`src/rtl/button_debouncer_pkg.sv`:
```
`timescale 1ns/1ps
`default_nettype none
// +--------------------------------------------------------------------------+
// | button_debouncer_pkg                                                     |
// | Shared FSM encoding and default timing constants for the debouncer.      |
// | Rev 1.0                                                                  |
// +--------------------------------------------------------------------------+
package button_debouncer_pkg;

    typedef enum logic [1:0] {
        IDLE         = 2'd0,
        PRESS_WAIT   = 2'd1,
        PRESSED      = 2'd2,
        RELEASE_WAIT = 2'd3
    } state_e;

    localparam int DEF_STABLE_CYCLES = 500000;
    localparam int DEF_HOLD_CYCLES   = 50000000;
    localparam int DEF_REPEAT_CYCLES = 10000000;

    function automatic int max3(input int a, input int b, input int c);
        int m;
        m = (a > b) ? a : b;
        return (m > c) ? m : c;
    endfunction

endpackage
`default_nettype wire

```
`src/rtl/button_debouncer_sync_2ff.sv`:
```
`timescale 1ns/1ps
`default_nettype none
// +--------------------------------------------------------------------------+
// | button_debouncer_sync_2ff                                                |
// | Generic two-flop synchroniser, clears to 0 on reset.                     |
// | Rev 1.0                                                                  |
// +--------------------------------------------------------------------------+
module button_debouncer_sync_2ff (
    input  logic clk,
    input  logic reset,
    input  logic d,
    output logic q
);

    logic [1:0] stage_q;
    logic [1:0] stage_d;

    always_comb begin
        stage_d = {stage_q[0], d};
    end

    always_ff @(posedge clk) begin
        if (!reset) begin
            stage_q <= 2'b00;
        end else begin
            stage_q <= stage_d;
        end
    end

    assign q = stage_q[1];

endmodule
`default_nettype wire

```
`src/rtl/button_debouncer.sv`:
```
`timescale 1ns/1ps
`default_nettype none
// +--------------------------------------------------------------------------+
// | button_debouncer                                                         |
// | Synchronised, debounced push-button with press/release/auto-repeat.      |
// | Rev 1.0                                                                  |
// +--------------------------------------------------------------------------+
module button_debouncer
    import button_debouncer_pkg::*;
#(
    parameter int STABLE_CYCLES = DEF_STABLE_CYCLES,
    parameter int HOLD_CYCLES   = DEF_HOLD_CYCLES,
    parameter int REPEAT_CYCLES = DEF_REPEAT_CYCLES,
    parameter int REPEAT_EN     = 0
) (
    input  logic clk,
    input  logic reset,
    input  logic button,
    output logic btn_level,
    output logic press_pulse,
    output logic release_pulse,
    output logic repeating
);

    localparam int CNT_W = $clog2(max3(STABLE_CYCLES, HOLD_CYCLES, REPEAT_CYCLES)) + 1;
    localparam logic [CNT_W-1:0] STABLE_LAST = CNT_W'(STABLE_CYCLES - 1);
    localparam logic [CNT_W-1:0] HOLD_LAST   = CNT_W'(HOLD_CYCLES - 1);
    localparam logic [CNT_W-1:0] REPEAT_LAST = CNT_W'(REPEAT_CYCLES - 1);
    localparam logic [CNT_W-1:0] CNT_ONE     = CNT_W'(1);

    logic sync;

    button_debouncer_sync_2ff u_sync (
        .clk   (clk),
        .reset (reset),
        .d     (button),
        .q     (sync)
    );

    state_e           state_q, state_d;
    logic [CNT_W-1:0] cnt_q, cnt_d;
    logic [CNT_W-1:0] hold_cnt_q, hold_cnt_d;
    logic [CNT_W-1:0] rep_cnt_q, rep_cnt_d;
    logic             fsm_level_q, fsm_level_d;
    logic             fsm_press_q, fsm_press_d;
    logic             fsm_release_q, fsm_release_d;
    logic             fsm_repeating_q, fsm_repeating_d;
    logic             btn_level_q, btn_level_d;
    logic             press_pulse_q, press_pulse_d;
    logic             release_pulse_q, release_pulse_d;
    logic             repeating_q, repeating_d;

    always_comb begin
        state_d         = state_q;
        cnt_d           = cnt_q;
        hold_cnt_d      = hold_cnt_q;
        rep_cnt_d       = rep_cnt_q;
        fsm_level_d     = fsm_level_q;
        fsm_press_d     = 1'b0;
        fsm_release_d   = 1'b0;
        fsm_repeating_d = fsm_repeating_q;

        case (state_q)
            IDLE: begin
                if (sync) begin
                    state_d = PRESS_WAIT;
                    cnt_d   = CNT_ONE;
                end
            end
            PRESS_WAIT: begin
                if (!sync) begin
                    state_d = IDLE;
                    cnt_d   = '0;
                end else if (cnt_q == STABLE_LAST) begin
                    state_d     = PRESSED;
                    cnt_d       = '0;
                    hold_cnt_d  = '0;
                    rep_cnt_d   = '0;
                    fsm_level_d = 1'b1;
                    fsm_press_d = 1'b1;
                end else begin
                    cnt_d = cnt_q + CNT_ONE;
                end
            end
            PRESSED: begin
                if (!sync) begin
                    state_d = RELEASE_WAIT;
                    cnt_d   = CNT_ONE;
                end else begin
                    // hold_cnt parks at HOLD_LAST; the repeating flag gates the first strobe
                    if (hold_cnt_q != HOLD_LAST) begin
                        hold_cnt_d = hold_cnt_q + CNT_ONE;
                    end
                    if (REPEAT_EN != 0) begin
                        if (!fsm_repeating_q) begin
                            if (hold_cnt_q == HOLD_LAST) begin
                                fsm_press_d     = 1'b1;
                                fsm_repeating_d = 1'b1;
                                rep_cnt_d       = '0;
                            end
                        end else if (rep_cnt_q == REPEAT_LAST) begin
                            fsm_press_d = 1'b1;
                            rep_cnt_d   = '0;
                        end else begin
                            rep_cnt_d = rep_cnt_q + CNT_ONE;
                        end
                    end
                end
            end
            RELEASE_WAIT: begin
                if (sync) begin
                    state_d = PRESSED;
                    cnt_d   = '0;
                end else if (cnt_q == STABLE_LAST) begin
                    state_d         = IDLE;
                    cnt_d           = '0;
                    fsm_level_d     = 1'b0;
                    fsm_release_d   = 1'b1;
                    fsm_repeating_d = 1'b0;
                end else begin
                    cnt_d = cnt_q + CNT_ONE;
                end
            end
            default: begin
                state_d = IDLE;
                cnt_d   = '0;
            end
        endcase

        // Output stage presents FSM decisions one cycle later, all outputs aligned
        btn_level_d     = fsm_level_q;
        press_pulse_d   = fsm_press_q;
        release_pulse_d = fsm_release_q;
        repeating_d     = fsm_repeating_q;
    end

    always_ff @(posedge clk) begin
        if (!reset) begin
            state_q         <= IDLE;
            cnt_q           <= '0;
            hold_cnt_q      <= '0;
            rep_cnt_q       <= '0;
            fsm_level_q     <= 1'b0;
            fsm_press_q     <= 1'b0;
            fsm_release_q   <= 1'b0;
            fsm_repeating_q <= 1'b0;
            btn_level_q     <= 1'b0;
            press_pulse_q   <= 1'b0;
            release_pulse_q <= 1'b0;
            repeating_q     <= 1'b0;
        end else begin
            state_q         <= state_d;
            cnt_q           <= cnt_d;
            hold_cnt_q      <= hold_cnt_d;
            rep_cnt_q       <= rep_cnt_d;
            fsm_level_q     <= fsm_level_d;
            fsm_press_q     <= fsm_press_d;
            fsm_release_q   <= fsm_release_d;
            fsm_repeating_q <= fsm_repeating_d;
            btn_level_q     <= btn_level_d;
            press_pulse_q   <= press_pulse_d;
            release_pulse_q <= release_pulse_d;
            repeating_q     <= repeating_d;
        end
    end

    assign btn_level     = btn_level_q;
    assign press_pulse   = press_pulse_q;
    assign release_pulse = release_pulse_q;
    assign repeating     = repeating_q;

endmodule
`default_nettype wire

```
`config.mk`:
```
export PLATFORM = sky130hd
export DESIGN_NAME = button_debouncer
export DESIGN_NICKNAME = d
export VERILOG_FILES = /design/src/rtl/button_debouncer_pkg.sv /design/src/rtl/button_debouncer_sync_2ff.sv /design/src/rtl/button_debouncer.sv
export SDC_FILE = /design/constraint.sdc
export NUM_CORES = 1
export LEC_CHECK = 0
export BUFFER_PORTS_ARGS = -buffer_cell sky130_fd_sc_hd__buf_2
export CAP_MARGIN = 20
export CORE_MARGIN = 5
export CORE_UTILIZATION = 55
export CTS_CLUSTER_DIAMETER = 200
export DETAILED_ROUTE_END_ITERATION = 7
export PLACE_DENSITY = 0.72
export SKIP_CTS_REPAIR_TIMING = 1
export SLEW_MARGIN = 10
export SYNTH_ARGS = -nofsm -noshare
export SYNTH_HDL_FRONTEND = slang
export SYNTH_SLANG_ARGS = --single-unit
export TNS_END_PERCENT = 1
```
`constraint.sdc`:
```
create_clock -name clk -period 5.4 [get_ports clk]
set_clock_uncertainty 0.1 [all_clocks]
set_input_delay 0.81 -clock clk [delete_from_list [all_inputs] [get_ports clk]]
set_output_delay 0.81 -clock clk [all_outputs]
set_load 0.02 [all_outputs]
```
Yosys cells after proc, flatten, opt, wreduce, memory -nomap -nowiden
Index checks and enable logic that the tools add are counted.
{"block": "word_totals", "ff_bits": 37, "latchBits": 0, "ram_bits": 0, "romBits": 0, "elab_cells": 50, "memories": 0}
{"block": "op_classes", "addsub": 1, "n_mul": 0, "div_mod_pow": 0, "order_cmp": 0, "eq_ne": 12, "shifts": 0, "mux": 19, "bitwise": 2, "n_reduce_logical": 7}
{"cell": "2-to-1 mux 27 bit", "n": 5}
{"cell": "one-hot mux 27 bit (4 select lines)", "n": 1}
{"cell": "adder 27 x 1 -> 27 bit, second input constant", "n": 1}
{"cell": "equality test 27 x 19 -> 1 bit, second input constant", "n": 1}
{"cell": "2-to-1 mux 2 bit", "n": 6}
{"cell": "inequality test 2 bit, second input constant", "n": 4}
{"cell": "one-hot mux 2 bit (4 select lines)", "n": 1}
{"cell": "2-to-1 mux 1 bit", "n": 5}
{"cell": "AND reduction 5 bit", "n": 1}
{"cell": "equality test 2 bit, second input constant", "n": 2}
{"cell": "inequality test 2 x 1 -> 1 bit, second input constant", "n": 2}
{"cell": "AND reduction 4 bit", "n": 1}
{"cell": "inequality test 3 x 2 -> 1 bit, second input constant", "n": 1}
{"cell": "inequality test 3 bit, second input constant", "n": 1}
{"cell": "AND reduction 3 bit", "n": 1}
{"cell": "OR reduction 3 bit", "n": 1}
{"cell": "equality test 2 x 1 -> 1 bit, second input constant", "n": 1}
{"cell": "zero test 2 bit", "n": 1}
{"cell": "inverter 1 bit", "n": 2}
{"cell": "one-hot mux 1 bit (2 select lines)", "n": 1}
{"cell": "AND reduction 2 bit", "n": 1}
{"cell": "nonzero test 2 bit", "n": 1}

Logic depth before layout (Yosys ltp)
Gate-level depths: netlist of the first run.
{"block": "logic_depth", "depth_word": 4, "depth_mapped": 7, "mapped_depth_nobuf": 6}

Cells and area by module
A second synthesis of the first run with hierarchy kept.
{"block": "hier_totals", "cells_unflattened": 216, "hier_area_um2": 1798.0}
{"mod": "button_debouncer", "n_inst": 1, "cells_per_inst": 212, "area_each_um2": 1745.4, "seq_area_each_um2": 700.7}
{"mod": "button_debouncer_sync_2ff", "n_inst": 1, "cells_per_inst": 4, "area_each_um2": 52.6, "seq_area_each_um2": 40.0}

Worst setup path after synthesis of the first run
OpenSTA, ideal clock, no wires.
{"block": "synth_timing", "path_type": "flip-flop to flip-flop", "startpoint": "register cnt_q[0]", "endpoint": "register cnt_q[26]", "arrival_ps": 1896, "setup_slack_ps": 3284, "path_stages_with_launch": 7, "path_buffers": 0, "synth_period_minus_slack_ps": 2116, "cell_sequence": "dfxtp_1 ha_1 nand4_1 or4_4 o211a_4 and3_1 a211o_1"}
{"block": "synth_between", "elab_chain_len": 4, "elab_cells_between_ends": 6, "classes_between": "add/sub (1); eq/ne (1); mux (4)"}
{"element": "from (decl)", "line_no": "button_debouncer.sv:41", "text": "logic [CNT_W-1:0] cnt_q, cnt_d;"}
{"element": "from (signal assigned)", "line_no": "button_debouncer.sv:153", "text": "cnt_q <= cnt_d;"}
{"element": "adder 27 x 1 -> 27 bit or equality test 27 x 19 -> 1 bit (tied branches)"}
{"element": "2-to-1 mux 27 bit *", "line_no": "button_debouncer.sv:74, button_debouncer.sv:114"}
{"element": "2-to-1 mux 27 bit, on equally long branches", "line_no": "button_debouncer.sv:111, button_debouncer.sv:71"}
{"element": "one-hot mux 27 bit (4 select lines) *", "line_no": "button_debouncer.sv:63", "text": "case (state_q)"}
Every way passes the cells marked *; elsewhere a longest branch is shown, timed or not.
A chain may end at the register's enable or synchronous reset.

Final worst setup path of the first run
Ends and elaborated chain as after synthesis.

==> results.cfg, run 1 <==
[clock_network]
clk_pin_slew_ns = 0.12
cts_tree = built
root_buffer = clkbuf_4
numCtsBuffers = 5
cts_buffer_depth = 2
cts_sinks = 37
clock_latency_ns = 0.36
cts.htree.levels = 2

[setup_path]
worstPathCellList = ha_1 > nand4_1 > or4_4 > o211ai_1 > nor3_1 > a211o_1
crit_fanout = 12
r2r_end = cnt_q[26]
reg2reg_slack_ns = 2.76
crit_path_end_kind = flop
reg2reg_depth = 6
cpPeakStageDelay_ns = 0.70
path_buf_inv = 0
worstPathArrival_ns = 2.79
cp-start-kind = flop
path_delay_family = compound AO/OA/AOI/OAI gates
required_ns = 5.55
cp.depth = 6
critical_path.slowest_cell = o211ai_1
rr_startpoint = cnt_q[0]
path_class = reg2reg

[floorplanning]
dieArea_sq_um = 4630
die_w_microns = 68.0
pin_count = 7
rows = 21
coreArea_sq_um = 3310
start_util_pct = 55.9
dieHeight_microns = 68.0

[finish]
drive_gt1_share_pct = 8.89
layout_commonest_cell = dfxtp_1
diodes = 0
most-common-layout-cells = 37 x dfxtp_1, 22 x nand2_1, 17 x nand3_1
final_nets = 228
area_growth_pct = 7.09

[routing]
detail-route-antenna-nets = 0
vias = 1611
drt-initial-drc-count = 122
drc = 0
drt-total-wl_mm = 3.77
vias_per_cell = 5.94
wl_per_cell_microns = 13.9
drtPass1Iterations = 4

[sta]
finalSetupTns_ns = 0
maxSlewHeadroom_pct = 43.3
maxSlewViolCount = 0
final.period_utilization_pct = 48.9
rsz0062_at_grt = no
timing.fmax_mhz = 379
max_slew.worst_pin.slew_ns = 0.847
setup_viol = 0
setup_slack_ns = 2.76
holdWs_ns = 0.349
hold_viol = 0
period_minus_slack_ns = 2.64

[global_routing]
grt_pass1_vias = 1501
overflow = 0
grt_usage_pct = 19.0
grt_max_degree = 26
grt_pass1_wl_mm = 6.66
antenna_found_initial = 0

[synth]
synth-seq-cells = 37
synth_seq_area_share_pct = 40.0
synth_nets = 228
syn_avg_cell_area_sq_um = 8.27
netlist_area_sq_um = 1850
yosysWarnings = 0
synthesis.instances = 224
synth.distinct_cells = 43

[worst_hold_path]
hold_class = reg2reg
holdPathEnd = press_pulse
whs_path_depth = 1
min_from = fsm_press_q

[run_status]
status = complete, no violations

[power]
power_w = 0.000535
p_leak_nw = 0.691
peakVddDrop_uv = 146
pwr_density_cell_nw_per_um2 = 270

[place]
pre_cts_ws_ns = 2.79
gp_congestion = 0.896
portBuffers = 5
dpl.hpwl_mm = 2.68

[job]
maxCapViolations = 0
[flip-flops by register name, summed over array words and instances, names as in the netlist, named ones only]
signal,flops
btn_level,1
btn_level_d,1
cnt_q,27
fsm_press_q,1
fsm_release_q,1
press_pulse,1
release_pulse,1
state_q,1
u_sync.stage_q,2
[logic make-up (layout without fill, tap and decap cells)]
group,Yosys count,in the layout,synth area share (%)
flip-flops,37,37,40.0
XOR/XNOR,8,8,3.78
other,1,1,0.203
multiplexers,2,2,1.08
AO/OA/AOI/OAI,49,49,16.1
AND/OR/NAND/NOR,108,108,33.8
buffers and inverters,18,19,4.32
adder cells (fa/ha/maj),1,1,0.676
[per-stage QoR]
| stage | utilization, % | instance area [sq um] | cells |
|---|---|---|---|
| floorplan | - | 1850 | 224 |
| global placement | 56.7 | 1880 | 263 |
| detailed placement | 56.7 | 1880 | 263 |
| CTS | 59.9 | 1980 | 271 |
| global route | 59.9 | 1980 | 271 |
| finish | 59.9 | 1980 | 271 |
[final cells by class]
type	count	area, sq um
fill	324	1330
clock buffer	5	37.5
sequential	37	741
tap	46	57.6
timing repair buffer	5	25.0
inverter	6	22.5
multi-input combinational	169	1030
clock inverter	3	68.8
[layer usage]
metal | vias to the layer above | GRT usage [%] | part of all wire, %
met5 | - | 0 | 0
met4 | 0 | 7.44 | 1.9
met3 | 7 | 5.58 | 5.2
met2 | 36 | 32.3 | 49
met1 | 754 | 22.5 | 44
li1 | 814 | - | -
[worst max path at each step]
stage / from / to / slack [ns]
after floorplan: cnt_q[0] / cnt_q[26] / 3.28
after detailed placement: cnt_q[0] / cnt_q[26] / 2.79
after global routing: cnt_q[0] / cnt_q[26] / 2.57
after CTS: cnt_q[0] / cnt_q[26] / 2.75
after global placement: cnt_q[0] / cnt_q[26] / 2.87
final: cnt_q[0] / cnt_q[26] / 2.76
[synthesized netlist by cell type, drive strengths merged]
| cell | number | share of area, % |
|---|---|---|
| nor3b | 2 | 0.81 |
| a31oi | 10 | 3.4 |
| nand4 | 9 | 3.9 |
| o211a | 1 | 0.95 |
| a21boi | 3 | 1.2 |
| nor4bb | 1 | 0.54 |
| nor2b | 4 | 1.4 |
| nand4b | 1 | 0.47 |
| nand2b | 3 | 1.0 |
| nand2 | 22 | 4.5 |
| and3 | 7 | 2.4 |
| mux2i | 2 | 1.1 |
| a41oi | 1 | 0.47 |
| nor3 | 4 | 1.1 |
| o31ai | 1 | 0.41 |
| o22ai | 2 | 0.68 |
| xnor2 | 3 | 1.4 |
| clkbuf | 6 | 1.2 |
| conb | 1 | 0.20 |
| dfxtp | 37 | 40 |
| inv | 6 | 1.2 |
| and2 | 8 | 2.7 |
| and4 | 5 | 2.4 |
| o211ai | 2 | 0.81 |
| or2 | 3 | 1.0 |
| nand3 | 17 | 4.6 |
| or4 | 2 | 1.0 |
| nand3b | 1 | 0.41 |
| a211o | 1 | 0.47 |
| nor2 | 11 | 2.2 |
| o21ai | 14 | 3.8 |
| a21oi | 13 | 3.5 |
| nor4 | 4 | 2.2 |
| buf | 6 | 1.9 |
| or3 | 4 | 1.4 |
| a22o | 1 | 0.47 |
| xor2 | 5 | 2.4 |
| ha | 1 | 0.68 |
[power breakdown]
part | total [W] | switching (W) | internal (W)
sequential | 0.000277 | 0.00000177 | 0.000275
combinational | 0.0000147 | 0.0000102 | 0.00000444
clock | 0.000244 | 0.0000981 | 0.000146
[worst register-to-register path: cells and delay by family, from the launching register on]
| kind | cells | cell delay (ns) |
|---|---|---|
| adders and majority gates | 1 | 0.25 |
| DFF | 1 | 0.41 |
| and+or+nand+nor | 3 | 0.83 |
| AOI/OAI and AO/OA | 2 | 0.95 |
Note: power is estimated with default switching activity, not from simulation.
==> inputs of run 2 (changes only) <==
--- a/config.mk
+++ b/config.mk
@@ -5,6 +5,7 @@
 export SDC_FILE = /design/constraint.sdc
 export NUM_CORES = 1
 export LEC_CHECK = 0
+export ABC_AREA = 1
 export BUFFER_PORTS_ARGS = -buffer_cell sky130_fd_sc_hd__buf_2
 export CAP_MARGIN = 20
 export CORE_MARGIN = 5
==> constraint.sdc (replaced) <==
create_clock -name clk -period 2.7 [get_ports clk]
set_clock_uncertainty 0.1 [all_clocks]
set_input_delay 0.405 -clock clk [delete_from_list [all_inputs] [get_ports clk]]
set_output_delay 0.405 -clock clk [all_outputs]
set_load 0.02 [all_outputs]
==> run 2 against run 1 <==
Effect of this change:
- via count grew 34%
- worst hold slack lost 0.15 ns
- first-iteration DRC count is 56% higher
- utilization increased by 0.94 points
- final area increased by 24%
- largest cell class unchanged
==> results.cfg, run 2 <==
[sta]
final.period_utilization_pct = 70.6
setup_viol = 0
timing.fmax_mhz = 524
max_slew.worst_pin.slew_ns = 0.671
maxSlewHeadroom_pct = 55.2
period_minus_slack_ns = 1.91
maxSlewViolCount = 0
rsz0062_at_grt = no
hold_viol = 0
finalSetupTns_ns = 0

[setup_path]
worstPathArrival_ns = 2.04
reg2reg_slack_ns = 0.79
crit_path_end_kind = flop
cpPeakStageDelay_ns = 0.34
crit_top_cell = nor2_4
crit_fanout = 17
critical_path.slowest_cell = dfxtp_1
worstPathCellList = ha_1 > nand2_2 > nor2_4 > nand3_2 > nor2_4 > nor2_4 > buf_4 > o21ai_0 > a21oi_1
required_ns = 2.83
path_buf_inv = 1
cp-start-kind = flop
path_class = reg2reg
path_delay_family = simple AND/OR/NAND/NOR gates

[finish]
utilization_pct = 60.8
area_growth_pct = 7.17
fill_cells = 395
diodes = 0
multi_input_area_sq_um = 1290
final_nets = 380
seq_area_sq_um = 741
layout_commonest_cell = nand2_1
top_regs = cnt_q x27, u_sync.stage_q x2
largest_register_ffs = 27
drive_gt1_share_pct = 12.5
largest_register = cnt_q
most-common-layout-cells = 128 x nand2_1, 49 x inv_1, 48 x nor2_1

[synth]
synth_compound_area_share_pct = 10.7
synth_area_leaders = dfxtp_1 32%, nand2_1 21%, inv_1 8.0%, nor2_1 7.9%, a21oi_1 5.0%
synth_seq_area_share_pct = 32.4
synth-seq-cells = 37
netlist_area_sq_um = 2290
syn_avg_cell_area_sq_um = 6.18
synth.largest_area_cell = dfxtp_1
synth_common_cells = 128 x nand2_1, 49 x inv_1, 48 x nor2_1, 37 x dfxtp_1, 23 x a21oi_1
synth-xor-area-share_pct = 1.15
yosysMostFrequentCell = nand2_1
muxShareOfSynthArea_pct = 0
synthesis.instances = 370
synth.distinct_cells = 30
ys_async_sr_fraction_pct = 0
synth_edf_count = 0
yosysWarnings = 0
synth_nets = 374
synth_top_area_share_pct = 32.4
ys.flop_type = dfxtp_1
synth_top_family_by_area = simple AND/OR/NAND/NOR gates
yosys.area_share.simple_pct = 44.0
synth_fa_ha_area_share_pct = 0.547

[job]
maxCapViolations = 0

[routing]
drt-initial-drc-count = 190
drc = 0
drt-total-wl_mm = 5.17
wl_per_cell_microns = 12.1
detail-route-antenna-nets = 0
vias_per_cell = 5.06
drtPass1Iterations = 4
vias = 2160

[global_routing]
grt_usage_pct = 21.5
antenna_found_initial = 0
grt_pass1_wl_mm = 9.18
grt_max_degree = 22
overflow = 0
grt_pass1_vias = 2036

[floorplanning]
dieArea_sq_um = 5550
rows = 23
coreArea_sq_um = 4030
pin_count = 7
dieHeight_microns = 74.5
start_util_pct = 56.8
die_w_microns = 74.5

[clock_network]
cts_tree = built
cts_buffer_depth = 2
cts_sinks = 37
clock_latency_ns = 0.29
cts.htree.levels = 2
clk_pin_slew_ns = 0.08
root_buffer = clkbuf_8
numCtsBuffers = 5

[place]
gp_congestion = 0.899
dpl.hpwl_mm = 3.83
portBuffers = 5

[power]
p_leak_nw = 0.963
pwr_density_cell_nw_per_um2 = 445
peakVddDrop_uv = 336

[worst_hold_path]
hold_class = in2reg

[run_status]
status = complete, no violations
==> run 2: cell count changes after synthesis, sizes merged, moves of 7 or more <==
cell   change
nor2      +46
a31oi     -10
inv       +44
nand2    +111
and2       -7
a21oi     +13
==> run 2: metrics by stage <==
step                      cells  hold slack [ns]  worst slack (ns)  power (W)  area, sq um
final                       427            0.195             0.793    0.00109         2450
after global routing        427            0.225             0.642    0.00113         2450
after CTS                   427            0.191             0.798    0.00110         2450
after detailed placement    419            0.297             0.825   0.000594         2330
after global placement      419            0.292             0.899   0.000594         2330
after floorplan             370            0.290              1.15   0.000585         2290
==> run 2: worst min-delay path: stages <==
cell	delay, ns
buf_2	0.07
nand2_1	0.04
inv_1	0.04
==> run 2: worst paths after layout <==
path / depth (start not counted) / to / from
setup / recovery: 9 / cnt_q[17] / cnt_q[0]
hold / removal: 3 / u_sync.stage_q[0] / button
setup reg to reg: 9 / cnt_q[17] / cnt_q[0]
hold reg to reg: 2 / release_pulse / fsm_release_q
==> run 2: logic make-up (layout without fill, tap and decap cells) <==
kind of cell	count (synthesis)	after routing
other	1	1
XOR/XNOR	3	3
adder cells (fa/ha/maj)	1	1
flip-flops	37	37
buffers and inverters	59	66
AO/OA/AOI/OAI	43	43
AND/OR/NAND/NOR	226	226
==> run 2: final cells by class <==
type | instances | share of cell area (%)
Clock buffer | 6 | 3.37
Clock inverter | 2 | 1.53
Inverter | 50 | 7.66
Multi-Input combinational cell | 274 | 52.7
Sequential cell | 37 | 30.2
Tap cell | 50 | 2.55
Timing Repair Buffer | 8 | 1.94
==> run 2: power breakdown <==
part | switching (W) | internal (W)
Combinational | 0.0000239 | 0.00000722
Sequential | 0.00000198 | 0.000548
Clock | 0.000209 | 0.000300
Total | 0.000235 | 0.000855
==> run 2: layer usage <==
metal	GRT usage, %	up-vias	share of wire, %
li1	-	1161	-
met1	27.4	959	49
met2	35.6	35	46
met3	4.73	5	4.0
met4	7.91	0	1.4
met5	0	-	0
